$ cat src/rtl/llc_mem_arbiter.sv
`default_nettype none
// ============================================================================
// Module   : llc_mem_arbiter
// Brief    : Shares one cacheline-adaptor port between the I-cache (read-only)
//            and the D-cache (read/write). One full line transaction at a time,
//            round-robin on ties, with a sticky hung-transaction watchdog.
// Revision : 1.0 - initial release
// ============================================================================
module llc_mem_arbiter #(
    parameter int s_offset = 5,
    parameter int s_line   = 256,
    parameter int TIMEOUT  = 1024
) (
    input  logic              clk,
    input  logic              reset_n,

    input  logic [31:0]       i_addr_i,
    input  logic              i_read_i,
    output logic [s_line-1:0] i_line_o,
    output logic              i_resp_o,

    input  logic [31:0]       d_addr_i,
    input  logic              d_read_i,
    input  logic              d_write_i,
    input  logic [s_line-1:0] d_line_i,
    output logic [s_line-1:0] d_line_o,
    output logic              d_resp_o,

    output logic [31:0]       ca_addr_o,
    output logic              ca_read_o,
    output logic              ca_write_o,
    output logic [s_line-1:0] ca_line_o,
    input  logic [s_line-1:0] ca_line_i,
    input  logic              ca_resp_i,

    output logic              busy_o,
    output logic              timeout_o
);

    localparam int WDOG_W = $clog2(TIMEOUT + 1);

    localparam logic [1:0] c_st_idle    = 2'd0;
    localparam logic [1:0] c_st_gnt_i   = 2'd1;
    localparam logic [1:0] c_st_gnt_d   = 2'd2;
    localparam logic [1:0] c_st_recover = 2'd3;

    localparam logic c_last_i = 1'b0;
    localparam logic c_last_d = 1'b1;

    localparam logic [WDOG_W-1:0] c_wdog_limit = WDOG_W'(TIMEOUT - 1);
    localparam logic [WDOG_W-1:0] c_wdog_max   = WDOG_W'(TIMEOUT);

    logic [1:0]        r_state;
    logic [1:0]        w_state_next;
    logic              r_last_gnt;
    logic [WDOG_W-1:0] r_wdog;
    logic              r_timeout;

    logic              w_i_req;
    logic              w_d_req;
    logic              w_in_grant;
    logic [31:0]       w_i_line_addr;
    logic [31:0]       w_d_line_addr;
    logic              w_unused_addr_bits;

    assign w_i_req    = i_read_i;
    assign w_d_req    = d_read_i | d_write_i;
    assign w_in_grant = (r_state == c_st_gnt_i) || (r_state == c_st_gnt_d);

    // The adaptor works on whole lines, so the byte offset is always dropped.
    assign w_i_line_addr      = {i_addr_i[31:s_offset], {s_offset{1'b0}}};
    assign w_d_line_addr      = {d_addr_i[31:s_offset], {s_offset{1'b0}}};
    assign w_unused_addr_bits = ^{i_addr_i[s_offset-1:0], d_addr_i[s_offset-1:0]};

    always_comb begin
        w_state_next = r_state;
        case (r_state)
            c_st_idle: begin
                if (w_i_req && w_d_req) begin
                    w_state_next = (r_last_gnt == c_last_d) ? c_st_gnt_i : c_st_gnt_d;
                end else if (w_i_req) begin
                    w_state_next = c_st_gnt_i;
                end else if (w_d_req) begin
                    w_state_next = c_st_gnt_d;
                end
            end
            c_st_gnt_i,
            c_st_gnt_d: begin
                if (ca_resp_i) begin
                    w_state_next = c_st_recover;
                end
            end
            c_st_recover: w_state_next = c_st_idle;
            default:      w_state_next = c_st_idle;
        endcase
    end

    always_ff @(posedge clk or negedge reset_n) begin
        if (!reset_n) begin
            r_state    <= c_st_idle;
            r_last_gnt <= c_last_d;
            r_wdog     <= '0;
            r_timeout  <= 1'b0;
        end else begin
            r_state <= w_state_next;

            if (r_state == c_st_idle && w_state_next == c_st_gnt_i) begin
                r_last_gnt <= c_last_i;
            end else if (r_state == c_st_idle && w_state_next == c_st_gnt_d) begin
                r_last_gnt <= c_last_d;
            end

            // Watchdog only reports; the grant stays put so a late resp still completes.
            if (w_in_grant) begin
                if (r_wdog != c_wdog_max) begin
                    r_wdog <= r_wdog + 1'b1;
                end
                if (r_wdog == c_wdog_limit && !ca_resp_i) begin
                    r_timeout <= 1'b1;
                end
            end else begin
                r_wdog <= '0;
            end
        end
    end

    always_comb begin
        ca_addr_o  = '0;
        ca_read_o  = 1'b0;
        ca_write_o = 1'b0;
        ca_line_o  = '0;
        i_resp_o   = 1'b0;
        i_line_o   = '0;
        d_resp_o   = 1'b0;
        d_line_o   = '0;
        case (r_state)
            c_st_gnt_i: begin
                ca_addr_o = w_i_line_addr;
                ca_read_o = 1'b1;
                if (ca_resp_i) begin
                    i_resp_o = 1'b1;
                    i_line_o = ca_line_i;
                end
            end
            c_st_gnt_d: begin
                ca_addr_o  = w_d_line_addr;
                ca_write_o = d_write_i;
                ca_read_o  = d_read_i & ~d_write_i;
                ca_line_o  = d_line_i;
                if (ca_resp_i) begin
                    d_resp_o = 1'b1;
                    d_line_o = ca_line_i;
                end
            end
            default: ;
        endcase
    end

    assign busy_o    = (r_state != c_st_idle);
    assign timeout_o = r_timeout;

endmodule
`default_nettype wire

$ cat config.mk
export PLATFORM = sky130hd
export DESIGN_NAME = llc_mem_arbiter
export DESIGN_NICKNAME = d
export VERILOG_FILES = /design/src/rtl/llc_mem_arbiter.sv
export SDC_FILE = /design/constraint.sdc
export NUM_CORES = 1
export LEC_CHECK = 0
export BUFFER_PORTS_ARGS = -buffer_cell sky130_fd_sc_hd__buf_4
export CORE_AREA = 3 3 546 548
export DETAILED_ROUTE_END_ITERATION = 10
export DIE_AREA = 0 0 549 551
export GPL_TIMING_DRIVEN = 1
export SETUP_SLACK_MARGIN = 0.02
export SYNTH_ARGS = -nofsm -noshare
export SYNTH_HDL_FRONTEND = slang
export SYNTH_SLANG_ARGS = --single-unit
export TNS_END_PERCENT = 5
$ cat constraint.sdc
create_clock -name clk -period 4.7 [get_ports clk]
set_input_delay 0.94 -clock clk [delete_from_list [all_inputs] [get_ports clk]]
set_output_delay 0.94 -clock clk [all_outputs]
set_load 0.005 [all_outputs]
# Word level (Yosys, flattened, before mapping)
# Index checks and enable logic that the tools add are counted.
# totals
register_bits	15
in_bits	582
output_inout_bits	806
wordCells	47
# classes
n_addsub	1
n_eq_ne	8
muxes	20
bitwise	3
n_reduce_logical	11
# ops
cell	count
$mux 256	4
$pmux 32 s2	1
$mux 11	2
$add 11x1->11 const B	1
$eq 11x10->1 const B	1
$ne 11x11->1 const B	1
$mux 2	5
$eq 2x2->1 const B	3
$mux 1	6
$pmux 2 s3	1
$eq 2x1->1 const B	2
$logic_and 1x1->1	4
$reduce_bool 2->1	2
$logic_not 2->1	1
$ne 2x1->1 const B	1
$pmux 1 s2	1
$reduce_and 2->1	1
$reduce_or 2->1	1
$and 1x1->1	1
$logic_not 1->1	1
$logic_or 1x1->1	1
$not 1->1	1
$or 1x1->1	1

# Depth between registers and ports, before layout
# Gate-level depths: netlist of the first run.
# logic_depth
ltp_word	9
ltp_mapped	7

# Worst setup path before layout of the first run
# OpenSTA, ideal clock, no wires.
# synth_path
path_type	input-to-output
startpoint	input ca_resp_i
endpoint	output i_line_o[100]
t_arrival_ps	1650
required_ps	3760
setup_slack_ps	2110
cell_stages	4
n_path_buf	3
cell_sequence	buf_2 -> buf_2 -> clkbuf_1 -> and3_1
# synth_via
elab_chain_cells	2
# synth_rtl
item	line_no	rtl
start, declared	34	input logic ca_resp_i,
$mux 256	140	if (ca_resp_i) begin
$mux 256	136	case (r_state)
end, declared	19	output logic [s_line-1:0] i_line_o,
# No other way between the ends.

# Worst setup path in the final report of the first run
# layout_path
startpoint	input ca_resp_i
endpoint	output d_line_o[238]
# layout_via
elab_chain_cells	2
# layout_rtl
item	line_no	rtl
$mux 256	150	if (ca_resp_i) begin
$mux 256	136	
end, declared	26	output logic [s_line-1:0] d_line_o,
# No other way between the ends.

==> impl_metrics.csv, run 1 <==
group,metric,value,unit
die,die_x,549,µm
placement,routabilityCongestion,0.893,
synth,netlist_top_cells_count,"512 x and3_1, 259 x and2_1, 143 x clkbuf_1",
synth,synthCells,1076,
sta,finalHoldViolations,0,
route,vias,15300,
sta,fin_crit_sh,74.1,%
sta,slew_headroom,55.3,%
critical_path,start_kind,"primary input",
placement,portBuffers,1372,
synth,yosys-top-cells-area,"and3_1 48%, and2_1 24%, clkbuf_1 8.1%",
route,routed_via_density,2.43,
route,drc,0,
synth,ys_ff_latch,15,
critical_path,critPathSlowestCell,"buf_4",
final_layout,drive_gt1_share,60.6,%
synth,synth_warnings,0,
final_layout,nets,2907,
critical_path,crit_arrival,2.54,ns
clocking,htree_levels,1,
sta,final.setup_skew,0.00336,ns
clocking,clockRootBuffer,"clkbuf_16",
critical_path,crit_chain,"buf_8 -> buf_4 -> and3_1 -> buf_4",
clocking,clk_latency,0.25,ns
route,post_drt_wl_per_cell,41.5,µm
power_and_ir_drop,peakVddDrop,428,µV
clocking,postCtsHoldBufs,0,
die,core_area,294000,µm²
grt,grt_max_degree,112,
route,drt_iter0_markers,997,
critical_path,path_buf_inv,3,
final_layout,synthToLayoutAreaGrowth,229,%
sta,slew_violations,0,
synth,synth_top_area_share,48.4,%
grt,grt_pass1_vias,13600,
route,wl_met2,105000,µm
die,start_util,2.26,%
sta,holdWs,0.487,ns
clocking,cts_resized,0,
power_and_ir_drop,p_leak,11.4,nW
sta,period_needed,3.48,ns
route,met1_length,102000,µm
final_layout,final_util,7.42,%
grt,grt_overflow,0,
sta,worst_slack,1.22,ns
placement,dp_slack,1.23,ns
critical_path,crit_path_max_incr_delay,0.62,ns
synth,synth.distinct_cells,36,
grt,grt.total_usage,16.4,%
sta,fmax,287,MHz
grt,antenna_found_initial,310,
clocking,postCtsSetupRepairBufs,0,
placement,dp_hpwl,249000,µm
synth,synth_top_area_cell,"and3_1",
synth,syn_area,6620,µm²
route,dr.pass1.iters,5,
critical_path,crit_type,"primary input to output pin",
synth,postSynthAreaPerCell,6.15,µm²
clocking,cts_buffer_depth,2,
synth,synth.most_common_cell,"and3_1",
die,num_rows,199,
synth,synth-edff-count,0,
run,cap_violations,0,
placement,dp_cells,6234,
critical_path,crit_family,"buffers and inverters",
synth,synthFlopType,"dfrtp_1",
die,pin_count,1388,
clocking,cts_inserted_buffers,3,
outcome,status,"finished clean",
clocking,path_clk_slew,0.05,ns
final_layout,fillCellCount,34700,
critical_path,cp.required,3.76,ns
sta,tns,0,ns
clocking,cts_tree,"built",
final_layout,final_cells,6296,
route,antenna_left,0,
sta,tightestPinTransition,0.670,ns
route,top_layer_used,"met5",
sta,setup_viol,0,
route,drt_wl_total,261000,µm
synth,ys_seq_area_share,5.69,%
grt,grt_pass1_wl,290000,µm
power_and_ir_drop,power_density,344,nW/µm²
min_path,hold_class,"flop to flop",
route,wl_met3,47300,µm
die,die_h,551,µm
sta,grt_setup_unrepaired,"false",
critical_path,crit_top_cell,"buf_4",
critical_path,worst-path-max-fanout,53,
synth,async_reset_ff_share,100,%
critical_path,endpoint_kind,"output pin",
die,floorplan.die_area,302000,µm²
clocking,clkSinkCount,15,
[placed cells by master (no fill, tap or decap), types with 7 or more instances in the layout]
cell / synthesis / routed
buf_4: 5 / 1381
and3_1: 512 / 512
and2_1: 259 / 259
diode_2: 0 / 58
nor2_1: 33 / 33
a22oi_1: 27 / 27
dfrtp_1: 14 / 14
inv_1: 11 / 11
buf_12: 0 / 11
o21ai_0: 8 / 8
a21oi_1: 7 / 7
nand2_1: 7 / 7
[sequential cells by signal, summed over array words and instances (netlist names)]
signal      flops
r_last_gnt      1
r_state         2
r_wdog         11
timeout_o       1
[routing by layer]
layer / up-vias / track usage (%)
met1: 6920 / 19.3
met5: - / 0.657
met2: 1584 / 23.8
met3: 413 / 12.6
met4: 152 / 2.37
li1: 6258 / -
[final timing paths]
| path | endpoint | depth (start not counted) | from | slack, ns |
|---|---|---|---|---|
| setup / recovery | d_line_o[238] | 4 | ca_resp_i | 1.22 |
| hold reg to reg | timeout_o | 1 | timeout_o | 0.49 |
| setup reg to reg | r_wdog[6] | 5 | r_state[1] | 2.95 |
| max in group asynchronous | r_last_gnt | 1 | reset_n | 3.91 |
| min in group asynchronous | r_state[1] | 1 | reset_n | 0.54 |
| hold / removal | timeout_o | 1 | timeout_o | 0.49 |
[logic make-up (layout without fill, tap and decap cells)]
family	after synthesis	in the layout	share of synthesized area, %
flip-flops	15	15	5.69
other	1	63	0.0566
AND/OR/NAND/NOR	829	829	77.1
adder cells (fa/ha/maj)	5	5	0.945
multiplexers	3	3	0.454
XOR/XNOR	2	2	0.265
AO/OA/AOI/OAI	51	51	5.42
buffers and inverters	170	1409	10.1
[area by class of cell]
| class | count | area (µm²) | share of cell area [%] |
|---|---|---|---|
| multi-input cells | 895 | 5620 | 25.8 |
| flip-flops and latches | 15 | 377 | 1.73 |
| clock inverters | 1 | 5.00 | 0.0230 |
| inverters | 12 | 45.0 | 0.207 |
| repair buffers | 1393 | 10600 | 48.7 |
| clock buffers | 3 | 75.1 | 0.345 |
| diodes | 58 | 145 | 0.667 |
| well taps | 3919 | 4900 | 22.5 |
[report_power, final]
part           total (W)  switching, W  leakage [nW]  internal (W)
Combinational    0.00714       0.00449          11.2       0.00265
Sequential      0.000187     0.0000325         0.201      0.000155
Clock           0.000170     0.0000563        0.0412      0.000114
[stage by stage]
step	cell area, µm²	total power (W)
after floorplan	6640	0.00217
after detailed placement	21500	0.00768
after global routing	21700	0.00810
after global placement	21500	0.00765
after CTS	21600	0.00787
final	21800	0.00750
(Power assumes the default switching activity.)
==> inputs of run 2 (changes only) <==
Settings changed: CORE_AREA 3 3 546 548 to 3 3 535 537, DIE_AREA 0 0 549 551 to 0 0 538 540.
Clock period 4.7 ns to 3.55 ns, I/O delays scaled along.
==> run 2 against run 1 <==
Compared with the run above:
- sequential share of layout area is essentially flat
- core utilization grew 0.24 points
- setup slack lost 0.69 ns
- critical path type is now flop to output pin
- critical endpoint is now ca_line_o[242]
- final area shrank 0.85%
- clock power grew 30%
- clock-buffer cell count is the same
==> impl_metrics.csv, run 2 (same netlist as run 1, synthesis figures left out) <==
group,metric,value,unit
critical_path,regToRegEndpoint,"r_wdog[5]",
grt,grt_pass1_vias,13600,
sta,worst_slack,0.522,ns
final_layout,drive_gt1_share,60.8,%
final_layout,final_cells,6113,
critical_path,r2r_start,"r_state[0]",
sta,tns,0,ns
die,die_x,538,µm
critical_path,crit_type,"flop to output pin",
final_layout,regArea,377,µm²
clocking,htree_levels,1,
run,cap_violations,0,
route,dr.pass1.iters,5,
final_layout,multi_input_area,5620,µm²
sta,tightestPinTransition,0.603,ns
placement,routabilityCongestion,0.918,
clocking,cts_resized,0,
final_layout,max_flop_register,"r_wdog",
route,drc,0,
final_layout,fillCellCount,33400,
final_layout,nets,2915,
final_layout,largest_registers,"r_wdog (11), r_state (2)",
grt,grt.total_usage,16.2,%
clocking,cts_inserted_buffers,3,
clocking,cts_tree,"built",
critical_path,r2r_cells,5,
die,start_util,2.35,%
clocking,path_clk_slew,0.05,ns
clocking,cts_buffer_depth,2,
placement,portBuffers,1372,
sta,fin_crit_sh,85.3,%
sta,slew_headroom,59.8,%
sta,holdWs,0.320,ns
clocking,clk_latency,0.25,ns
final_layout,final_cell_mix,"1,388 x buf_4, 512 x and3_1, 259 x and2_1",
clocking,clkSinkCount,15,
critical_path,startpoint,"r_state[0]",
placement,dp_hpwl,238000,µm
clocking,postCtsHoldBufs,0,
clocking,postCtsSetupRepairBufs,0,
sta,grt_setup_unrepaired,"false",
final_layout,synthToLayoutAreaGrowth,226,%
outcome,status,"finished clean",
route,vias,15400,
die,num_rows,195,
grt,antenna_found_initial,321,
sta,fmax,330,MHz
grt,grt_pass1_wl,276000,µm
power_and_ir_drop,p_leak,11.5,nW
power_and_ir_drop,power_density,444,nW/µm²
final_layout,largest_reg_flops,11,
grt,grt_overflow,0,
sta,setup_viol,0,
final_layout,final_common_cell,"buf_4",
route,antenna_left,0,
critical_path,crit_arrival,2.32,ns
sta,slew_violations,0,
critical_path,cp.required,2.84,ns
power_and_ir_drop,peakVddDrop,338,µV
critical_path,start_kind,"flop",
critical_path,endpoint_kind,"output pin",
placement,dp_slack,0.673,ns
route,drt_iter0_markers,781,
route,post_drt_wl_per_cell,40.8,µm
sta,final.setup_skew,0.00174,ns
critical_path,reg2reg_setup_slack,1.85,ns
placement,dp_cells,6066,
critical_path,worst-path-max-fanout,50,
grt,grt_max_degree,174,
route,drt_wl_total,249000,µm
sta,finalHoldViolations,0,
die,core_area,282000,µm²
die,pin_count,1388,
die,floorplan.die_area,291000,µm²
min_path,hold_class,"primary input to async pin",
critical_path,cp-endpoint,"ca_line_o[242]",
route,routed_via_density,2.51,
sta,period_needed,3.03,ns
clocking,clockRootBuffer,"clkbuf_16",
die,die_h,540,µm
-- run 2: cell count changes in the layout (fill, tap and decap cells not counted) --
cell,change
diode_2,-15
buf_12,+1
buf_4,+7
-- run 2: where the power goes --
group	internal [W]	switching [W]
combinational	0.00358	0.00554
clock	0.000151	0.0000705
sequential	0.000205	0.0000410
total	0.00394	0.00565
-- run 2: cell type report --
type / instances / area share [%]
clock buffers: 3 / 0.348
flip-flops and latches: 15 / 1.74
well taps: 3743 / 21.7
clock inverters: 1 / 0.0232
inverters: 12 / 0.209
diodes: 43 / 0.499
multi-input cells: 895 / 26.0
repair buffers: 1401 / 49.5
-- run 2: how the worst min path moves through the flow --
stage	start	end	slack (ns)	cells after the start
2_1_floorplan	reset_n	r_state[0]	0.41	0
3_3_place_gp	timeout_o	timeout_o	0.45	1
3_5_place_dp	timeout_o	timeout_o	0.46	1
4_1_cts	reset_n	r_wdog[9]	0.32	1
5_1_grt	reset_n	r_wdog[9]	0.32	1
6_report	reset_n	r_wdog[9]	0.32	1
-- run 2: metrics by stage --
stage	util (%)	total power [W]	area, µm²
3_3_place_gp	7.59	0.00978	21400
3_5_place_dp	7.59	0.00979	21400
2_1_floorplan	-	0.00287	6640
4_1_cts	7.61	0.0100	21500
5_1_grt	7.62	0.0104	21500
6_report	7.65	0.00959	21600
-- run 2: metal layers --
metal,share of wire (%),track usage [%],wire [µm],vias up
met4,2.6,2.46,6460,202
met1,39,18.8,96500,6886
li1,-,-,-,6241
met3,16,11.0,40200,518
met5,0.54,0,1360,-
met2,42,25.0,105000,1517
-- run 2: critical path, stage by stage, from the launching register on --
cell     delay, ns
dfrtp_1       0.45
inv_1         0.15
ha_4          0.35
buf_12        0.26
buf_4         0.40
and2_1        0.20
buf_4         0.20
